--- src/rtl/fcl_fp_feeder.sv ---
// rtl/fcl_fp_feeder.sv - activation/weight feeder for a PE array
// Streams activations, fetches weight rows, sequences accumulate control and latches the result vector.
module fcl_fp_feeder #(
  parameter int FP_WIDTH    = 16,
  parameter int FP_PARALLEL = 4,
  parameter int LEN_WIDTH   = 8,
  localparam int SH_W       = $clog2(4*FP_WIDTH)
) (
  input  logic                            clk,
  input  logic                            rst,
  input  logic                            start,
  input  logic [LEN_WIDTH-1:0]            len,
  input  logic [SH_W-1:0]                 shift_in,
  output logic                            busy,
  input  logic                            in_valid,
  output logic                            in_ready,
  input  logic signed [FP_WIDTH-1:0]      in_data,
  output logic                            w_rd,
  output logic [LEN_WIDTH-1:0]            w_addr,
  input  logic [FP_PARALLEL*FP_WIDTH-1:0] w_rdata,
  output logic [FP_WIDTH-1:0]             pe_input,
  output logic [FP_PARALLEL*FP_WIDTH-1:0] pe_w,
  output logic                            pe_clr_n,
  output logic [SH_W-1:0]                 pe_shift,
  input  logic [FP_PARALLEL*FP_WIDTH-1:0] pe_result,
  output logic                            out_valid,
  input  logic                            out_ready,
  output logic [FP_PARALLEL*FP_WIDTH-1:0] out_data
);

  localparam logic [1:0] S_IDLE  = 2'd0;
  localparam logic [1:0] S_RUN   = 2'd1;
  localparam logic [1:0] S_DRAIN = 2'd2;
  localparam logic [1:0] S_OUT   = 2'd3;

  logic [1:0]                       state_q, state_d;
  logic [LEN_WIDTH-1:0]             len_q, len_d;
  logic [LEN_WIDTH-1:0]             k_q, k_d;
  logic [SH_W-1:0]                  shift_q, shift_d;
  logic signed [FP_WIDTH-1:0]       data_q, data_d;
  logic                             issue_q, issue_d;
  logic                             started_q, started_d;
  logic [FP_PARALLEL*FP_WIDTH-1:0]  out_q, out_d;
  logic                             accept;

  assign in_ready = (state_q == S_RUN) && (k_q < len_q);
  assign accept   = in_ready && in_valid;

  always_comb begin
    state_d   = state_q;
    len_d     = len_q;
    k_d       = k_q;
    shift_d   = shift_q;
    data_d    = data_q;
    started_d = started_q;
    out_d     = out_q;
    issue_d   = accept;
    case (state_q)
      S_IDLE: begin
        started_d = 1'b0;
        if (start && (len != '0)) begin
          state_d = S_RUN;
          len_d   = len;
          shift_d = shift_in;
          k_d     = '0;
        end
      end
      S_RUN: begin
        if (accept) begin
          k_d    = k_q + LEN_WIDTH'(1);
          data_d = in_data;
        end
        // Once element 0 has been loaded, every later issue accumulates.
        if (issue_q) started_d = 1'b1;
        if (issue_q && (k_q == len_q)) state_d = S_DRAIN;
      end
      S_DRAIN: begin
        out_d   = pe_result;
        state_d = S_OUT;
      end
      default: begin
        if (out_ready) state_d = S_IDLE;
      end
    endcase
  end

  always_ff @(posedge clk or posedge rst) begin
    if (rst) begin
      state_q   <= S_IDLE;
      len_q     <= '0;
      k_q       <= '0;
      shift_q   <= '0;
      data_q    <= '0;
      issue_q   <= 1'b0;
      started_q <= 1'b0;
      out_q     <= '0;
    end else begin
      state_q   <= state_d;
      len_q     <= len_d;
      k_q       <= k_d;
      shift_q   <= shift_d;
      data_q    <= data_d;
      issue_q   <= issue_d;
      started_q <= started_d;
      out_q     <= out_d;
    end
  end

  // Non-issue cycles drive zero operands so the enable-less array holds its sum.
  assign busy      = (state_q != S_IDLE);
  assign w_rd      = accept;
  assign w_addr    = accept ? k_q : '0;
  assign pe_input  = issue_q ? data_q : '0;
  assign pe_w      = issue_q ? w_rdata : '0;
  assign pe_clr_n  = started_q;
  assign pe_shift  = shift_q;
  assign out_valid = (state_q == S_OUT);
  assign out_data  = out_q;

endmodule

--- config.mk ---
export PLATFORM = sky130hd
export DESIGN_NAME = fcl_fp_feeder
export DESIGN_NICKNAME = d
export VERILOG_FILES = /design/src/rtl/fcl_fp_feeder.sv
export SDC_FILE = /design/constraint.sdc
export NUM_CORES = 1
export LEC_CHECK = 0
export CAP_MARGIN = 10
export CORE_ASPECT_RATIO = 0.9
export CORE_MARGIN = 10
export CORE_UTILIZATION = 40
export DETAILED_ROUTE_END_ITERATION = 16
export PLACE_DENSITY = 0.87
export SYNTH_ARGS = -nofsm -noshare
export SYNTH_HDL_FRONTEND = slang
export SYNTH_SLANG_ARGS = --single-unit
--- constraint.sdc ---
create_clock -name clk -period 5.85 [get_ports clk]
set_input_delay 1.17 -clock clk [delete_from_list [all_inputs] [get_ports clk]]
set_output_delay 1.17 -clock clk [all_outputs]
set_load 0.01 [all_outputs]
Word level (Yosys, flattened, before mapping). Cells that the tools add are included.

Register bits after elaboration: 106. Bits of input ports: 163. Output and inout port bits: 163. Word-level logic and storage cells: 44.

$add $sub $neg: 1. $lt $le $gt $ge: 1. Equal/unequal tests: 8. Muxes and demuxes: 12. Reduce and logical (&&, ||, !) cells: 14.

Operators by type and width (number): $mux 64 (1); $mux 8 (3); $mux 16 (1); $pmux 8 s2 (1); $add 8x1->8 const B (1); $eq 8x8->1 (1); $lt 8x8->1 (1); $reduce_bool 8->1 (1); $mux 2 (3); $ne 2x2->1 const B (3); $pmux 2 s3 (1); $reduce_and 2->1 (3); $reduce_and 3->1 (2); $eq 2x2->1 const B (2); $logic_and 1x1->1 (4); $reduce_bool 2->1 (2); $reduce_bool 4->1 (1); $eq 2x1->1 const B (1); $logic_not 2->1 (1); $ne 2x1->1 const B (1); $pmux 1 s2 (1); $mux 1 (1).

Logic depth before layout (Yosys ltp). Gate-level depths: netlist of the first run.

Word-level depth: 5. Gate-level depth with buffers: 8. Depth with buffers taken out: 7.

Least setup slack after synthesis of the first run. No wires, ideal clock.

Kind: in2out. From: input in_valid. To: output w_rd. Arrival time: 1.744 ns. Data required time: 4.680 ns. Setup slack: 2.936 ns. Stages on the path: 3. Path buffers: 1. Path through: nand2_2 > nor2_2 > buf_6.

Longest elaborated chain between the ends: 1.

RTL lines: start, declared (RTL line 15) `input logic in_valid,`; $logic_and 1x1->1 (RTL line 47) `assign accept = in_ready && in_valid;`; end, declared (RTL line 18) `output logic w_rd,`.

No other way between the ends.

Final worst setup path of the first run.
From: input in_valid. To: output w_addr[4].

Longest elaborated chain between the ends: 2.

RTL lines: $logic_and 1x1->1 (RTL line 47); $mux 8 (RTL line 112) `assign w_addr = accept ? k_q : '0;`; end, declared (RTL line 19) `output logic [LEN_WIDTH-1:0] w_addr,`.

No other way between the ends.

==> results.py, run 1 <==
metrics = {
    "cts": {
        "clockBufferDepth": 2,
        "htree_num_levels": 3,
        "cts_sinks": 106,
        "cts_hold_buffers": 0,
        "cts_tree": "built",
        "clk_latency_ns": 0.34,
        "ctsResizeCount": 0,
        "cts_setup_buffers": 0,
        "cts.clk_slew.worst_paths_ns": 0.07,
        "clockRootBuffer": "clkbuf_16",
        "cts_buffers": 9,
    },
    "worst_setup_path": {
        "critical_path_class": "in2out",
        "r2r-end": "state_q[1]$_DFFE_PP0P_",
        "reg2reg_depth": 6,
        "startpoint": "in_valid",
        "rr_startpoint": "state_q[0]$_DFFE_PP0P_",
        "worstPathMaxFanout": 12,
        "end_kind": "output pin",
        "start_kind": "input pin",
        "cp.required_ns": 4.68,
        "arrival_ns": 2.96,
        "reg2reg_slack_ns": 3.19,
    },
    "route": {
        "first_pass_iters": 4,
        "wl_met2_um": 9880,
        "drt-total-wl_um": 18700,
        "drc": 0,
        "drtAntennaViolNets": 0,
        "wl_met1_um": 6380,
        "dr_wl_met3_um": 2100,
        "drt_iter0_markers": 252,
        "top_layer": "met4",
        "viasPerCell": 4.95,
        "vias": 4444,
        "wl_per_cell_um": 20.9,
    },
    "cells_and_area": {
        "fillCellCount": 887,
        "drive_gt1_share_pct": 16.9,
        "layout.nets": 905,
        "area_delta_synth_final_pct": 72.6,
    },
    "yosys": {
        "synth.largest_area_cell": "dfrtp_1",
        "yosysUniqueCellTypes": 45,
        "ys.flop_type": "dfrtp_1",
        "yosysSeqAreaShare_pct": 51.8,
        "syn_nets": 589,
        "ys_async_sr_fraction_pct": 100,
        "avgSynthCellArea_sq_um": 12.4,
        "synth_edf_count": 0,
        "synth-seq-cells": 106,
        "syn_inst": 412,
        "synthTopCellsByCount": "dfrtp_1, mux2_2, and2_1",
        "synth.top_cell.area_share_pct": 51.8,
        "syn_area_sq_um": 5120,
        "ys_warn_count": 0,
        "synthTopCellsByArea": "dfrtp_1, mux2_2, and2_1, ha_1, clkbuf_1",
        "yosysMostFrequentCell": "dfrtp_1",
    },
    "sta": {
        "grt_setup_unrepaired": "no",
        "setup_tns_ns": 0,
        "clock_skew_ns": 0.0111,
        "relSlewSlack_pct": 52.0,
        "post-route-period-util_pct": 70.6,
        "tightest_slew_ns": 0.720,
        "fmax_mhz": 242,
        "layout_min_cycle_time_ns": 4.13,
        "drv_slew": 0,
        "finalSetupViolations": 0,
        "hold_viol": 0,
    },
    "floorplan": {
        "num_rows": 39,
        "start_util_pct": 40.6,
        "fp.coreArea_sq_um": 12600,
        "die_y_um": 127,
        "die_w_um": 139,
        "dieArea_sq_um": 17700,
        "io-pin-count": 326,
    },
    "grt": {
        "gr-usage-all-layers_pct": 20.3,
        "grt_max_degree": 83,
        "grt_antenna_before_repair": 1,
        "grt_pass1_vias": 4905,
        "grt-ovfl-total": 0,
        "grt_pass1_wl_um": 28600,
    },
    "outcome": {
        "status": "complete, no violations",
    },
    "pwr": {
        "power.leakage_nw": 3.68,
        "finalPower_mw": 4.08,
        "powerDensity_nw_per_um2": 462,
        "peakVddDrop_mv": 0.275,
    },
    "worst_hold_path": {
        "whs_endpoint": "data_q[11]$_DFFE_PP0P_",
        "hold_depth": 1,
        "hp-class": "reg2reg",
        "min_from": "data_q[11]$_DFFE_PP0P_",
    },
    "place": {
        "gp_congestion": 0.951,
        "port_buffers": 325,
        "hpwl_um": 15600,
    },
    "run": {
        "maxCapViolCount": 0,
    },
}
## flip-flops by register name, indices dropped and copies added, names as in the netlist
register / flops
state_q: 2
k_q: 8
issue_q: 1
data_q: 16
out_data: 64
pe_clr_n: 1
pe_shift: 6
len_q: 8
## logic make-up (layout without fill, tap and decap cells)
family	after synthesis	in the layout	synth area share (%)
AOI/OAI and AO/OA	28	28	4.62
adders and majority gates	14	14	3.42
buffers and inverters	37	358	3.50
DFF	106	106	51.8
muxes	96	96	21.2
other	0	1	0
and+or+nand+nor	131	131	15.5
## routing by layer
layer | track usage [%] | up-vias
met1 | 19.6 | 2151
met5 | 0 | -
met2 | 37.6 | 221
met3 | 9.44 | 22
li1 | - | 2050
met4 | 6.62 | 0
## placed cells by master (no fill, tap or decap), types with 2 or more instances in the layout
master,count
a211o_1,6
a21oi_1,4
and2_1,82
and3_1,7
and4_1,3
buf_4,4
bufinv_16,3
clkbuf_16,9
clkdlybuf4s50_1,325
dfrtp_1,106
ha_1,13
inv_1,12
inv_6,2
mux2_2,94
nand2_1,11
nand3_1,2
nand4_1,3
nor2_1,6
nor4_1,6
o211a_1,2
o211ai_1,2
o311a_1,2
or2_1,2
## metrics by stage
step,util [%],setup WS [ns],cell area [sq um],instances,hold slack (ns)
2_1_floorplan,-,1.89,5120,412,0.473
3_3_place_gp,67.4,1.78,8480,881,0.482
3_5_place_dp,67.4,1.73,8480,881,0.489
4_1_cts,70.1,1.73,8830,897,0.505
5_1_grt,70.2,1.62,8830,898,0.516
6_report,70.2,1.72,8830,898,0.503
## report_power, final
group          leakage [nW]  internal, mW  switching [mW]
registers              1.26          1.10           0.215
clock network         0.171         0.434           0.273
logic                  2.25          1.22           0.837
## worst max-delay path by stage
stage,end,cells after the start
after floorplan,data_q[0]$_DFFE_PP0P_,1
after global placement,w_addr[7],4
after detailed placement,w_addr[3],4
after CTS,w_addr[3],4
after global routing,w_addr[3],6
final,w_addr[4],4
## cell type report
| cell class | count | area (sq um) | share of cell area, % |
|---|---|---|---|
| timing repair buffer | 329 | 3280 | 37.2 |
| sequential | 106 | 2650 | 30.0 |
| multi-input combinational | 269 | 2290 | 25.9 |
| clock buffer | 11 | 243 | 2.75 |
| tap | 164 | 205 | 2.32 |
| clock inverter | 5 | 108 | 1.22 |
| inverter | 13 | 51.3 | 0.581 |
| antenna | 1 | 2.50 | 0.0283 |
## critical path, stage by stage
cell and delay, ns:
clkdlybuf4s50_1 0.53, and2_1 0.45, and3_1 0.25, clkdlybuf4s50_1 0.55
No activity file was read; power rests on OpenSTA's default activity.
==> run 2, diff against run 1 <==
--- a/config.mk
+++ b/config.mk
@@ -8,9 +8,9 @@
 export CAP_MARGIN = 10
 export CORE_ASPECT_RATIO = 0.9
 export CORE_MARGIN = 10
-export CORE_UTILIZATION = 40
+export CORE_UTILIZATION = 37
 export DETAILED_ROUTE_END_ITERATION = 16
-export PLACE_DENSITY = 0.87
+export PLACE_DENSITY = 0.81
 export SYNTH_ARGS = -nofsm -noshare
 export SYNTH_HDL_FRONTEND = slang
 export SYNTH_SLANG_ARGS = --single-unit
==> constraint.sdc (replaced) <==
create_clock -name clk -period 4.09 [get_ports clk]
set_input_delay 0.818 -clock clk [delete_from_list [all_inputs] [get_ports clk]]
set_output_delay 0.818 -clock clk [all_outputs]
set_load 0.01 [all_outputs]
==> results.py, run 2 (synthesis gave the netlist of run 1 again) <==
metrics = {
    "worst_setup_path": {
        "cp_slowest_cell": "clkdlybuf4s50_1",
        "end_kind": "output pin",
        "r2r-end": "data_q[3]$_DFFE_PP0P_",
        "critPathBufInv": 2,
        "reg2reg_depth": 6,
        "start_kind": "register",
        "arrival_ns": 2.90,
        "crit_chain": "inv_1, ha_1, o2111a_1, and2_1, and3_1, clkdlybuf4s50_1",
        "cp.required_ns": 3.27,
        "crit_family": "buffers and inverters",
        "rr_startpoint": "k_q[5]$_DFFE_PP0P_",
        "worstPathMaxFanout": 13,
        "max_stage_delay_ns": 0.58,
        "critical_path_class": "reg2out",
        "reg2reg_slack_ns": 1.63,
    },
    "grt": {
        "gr-usage-all-layers_pct": 20.0,
        "grt-ovfl-total": 0,
        "grt_pass1_wl_um": 29300,
        "grt_antenna_before_repair": 3,
        "grt_max_degree": 88,
        "grt_pass1_vias": 4871,
    },
    "worst_hold_path": {
        "hp-class": "reg2reg",
        "hold_depth": 1,
        "min_from": "data_q[10]$_DFFE_PP0P_",
        "whs_endpoint": "data_q[10]$_DFFE_PP0P_",
    },
    "pwr": {
        "power_switching_mw": 1.93,
        "power_frac_comb_pct": 51.7,
        "power.leakage_nw": 3.65,
        "peakVddDrop_mv": 0.536,
        "powerDensity_nw_per_um2": 652,
        "swShare_pct": 33.7,
        "clkPwrFrac_pct": 15.3,
        "p_int_mw": 3.81,
        "finalPower_mw": 5.74,
        "pwr-share-seq_pct": 33.1,
    },
    "cts": {
        "ctsResizeCount": 0,
        "clockBufferDepth": 2,
        "cts_hold_buffers": 0,
        "cts.clk_slew.worst_paths_ns": 0.07,
        "cts_tree": "built",
        "clockRootBuffer": "clkbuf_16",
        "htree_num_levels": 3,
        "cts_setup_buffers": 0,
        "cts_sinks": 106,
        "clk_latency_ns": 0.35,
        "cts_buffers": 9,
    },
    "sta": {
        "fmax_mhz": 269,
        "layout_min_cycle_time_ns": 3.72,
        "relSlewSlack_pct": 27.5,
        "hold_viol": 0,
        "clock_skew_ns": 0.00953,
        "grt_setup_unrepaired": "no",
        "tightest_slew_ns": 1.09,
        "finalSetupViolations": 0,
        "drv_slew": 0,
        "setup_tns_ns": 0,
        "post-route-period-util_pct": 91.0,
    },
    "run": {
        "maxCapViolCount": 0,
    },
    "cells_and_area": {
        "largest_register_ffs": 64,
        "final_area_sq_um": 8800,
        "drive_gt1_share_pct": 17.0,
        "finish.utilization_pct": 65.4,
        "layout.nets": 906,
        "final_cell_mix": "clkdlybuf4s50_1, dfrtp_1, mux2_2",
        "final_common_cell": "clkdlybuf4s50_1",
        "area_delta_synth_final_pct": 72.0,
        "instances_no_fill": 905,
    },
    "outcome": {
        "status": "complete, no violations",
    },
    "place": {
        "hpwl_um": 16100,
        "place_area_sq_um": 8490,
        "gp_congestion": 0.938,
        "port_buffers": 325,
        "dp.cells": 886,
    },
    "floorplan": {
        "dieArea_sq_um": 18900,
        "io-pin-count": 326,
        "die_y_um": 132,
        "start_util_pct": 38.0,
        "num_rows": 40,
        "die_w_um": 144,
        "fp.coreArea_sq_um": 13500,
    },
    "route": {
        "drtAntennaViolNets": 0,
        "drt_iter0_markers": 419,
        "drt-total-wl_um": 19400,
        "top_layer": "met4",
        "vias": 4489,
        "wl_per_cell_um": 21.5,
        "drc": 0,
        "dr_wl_met3_um": 2620,
        "first_pass_iters": 4,
        "viasPerCell": 4.96,
        "wl_met1_um": 6440,
        "wl_met2_um": 9930,
    },
}
run 2: cell count changes in the layout (fill, tap and decap cells not counted), sizes merged:
cell      before  now
buf            4    5
bufinv         3    1
clkinvlp       0    3
diode          1    3
clkbuf        11   10
run 2: metrics by stage:
stage / hold WS [ns] / worst slack, ns
detailed placement: 0.491 / 0.753
global placement: 0.481 / 0.813
finish: 0.501 / 0.369
floorplan: 0.473 / 0.483
CTS: 0.507 / 0.415
global route: 0.514 / 0.271
run 2: worst register-to-register path: cells and delay by family (launching register included):
kind                     cells  cell delay, ns
AO/OA/AOI/OAI                1            0.60
adder cells (fa/ha/maj)      1            0.36
buffers and inverters        1            0.24
flip-flops                   1            0.49
multiplexers                 1            0.30
AND/OR/NAND/NOR              2            0.36
run 2: final cells by class:
class                   count  area, sq um
clock inverters             6         72.6
well taps                 168          210
diodes                      3         7.51
flip-flops and latches    106         2650
inverters                  13         51.3
fillers                  1008         4660
repair buffers            330         3290
multi-input cells         269         2290
clock buffers              10          229
run 2: how the worst max path moves through the flow:
stage | from | endpoint | slack (ns) | depth (start not counted)
2_1_floorplan | rst | data_q[0]$_DFFE_PP0P_ | 0.48 | 1
3_3_place_gp | in_valid | w_addr[5] | 0.81 | 4
3_5_place_dp | in_valid | w_addr[5] | 0.75 | 4
4_1_cts | state_q[1]$_DFFE_PP0P_ | w_addr[5] | 0.42 | 6
5_1_grt | state_q[1]$_DFFE_PP0P_ | w_addr[5] | 0.27 | 6
6_report | state_q[1]$_DFFE_PP0P_ | w_addr[5] | 0.37 | 6
run 2: power groups by stage:
stage	clock network [mW]	registers, mW	logic, mW
after global routing	0.951	1.97	3.19
final	0.877	1.90	2.96
after CTS	0.905	1.91	3.01
after floorplan	0	2.01	1.35
after global placement	0	1.89	2.90
after detailed placement	0	1.92	2.99
run 2: metal layers:
layer / track usage (%) / vias to the layer above
li1: - / 2062
met1: 19.2 / 2142
met2: 35.7 / 256
met3: 10.2 / 29
met4: 6.35 / 0
met5: 0 / -
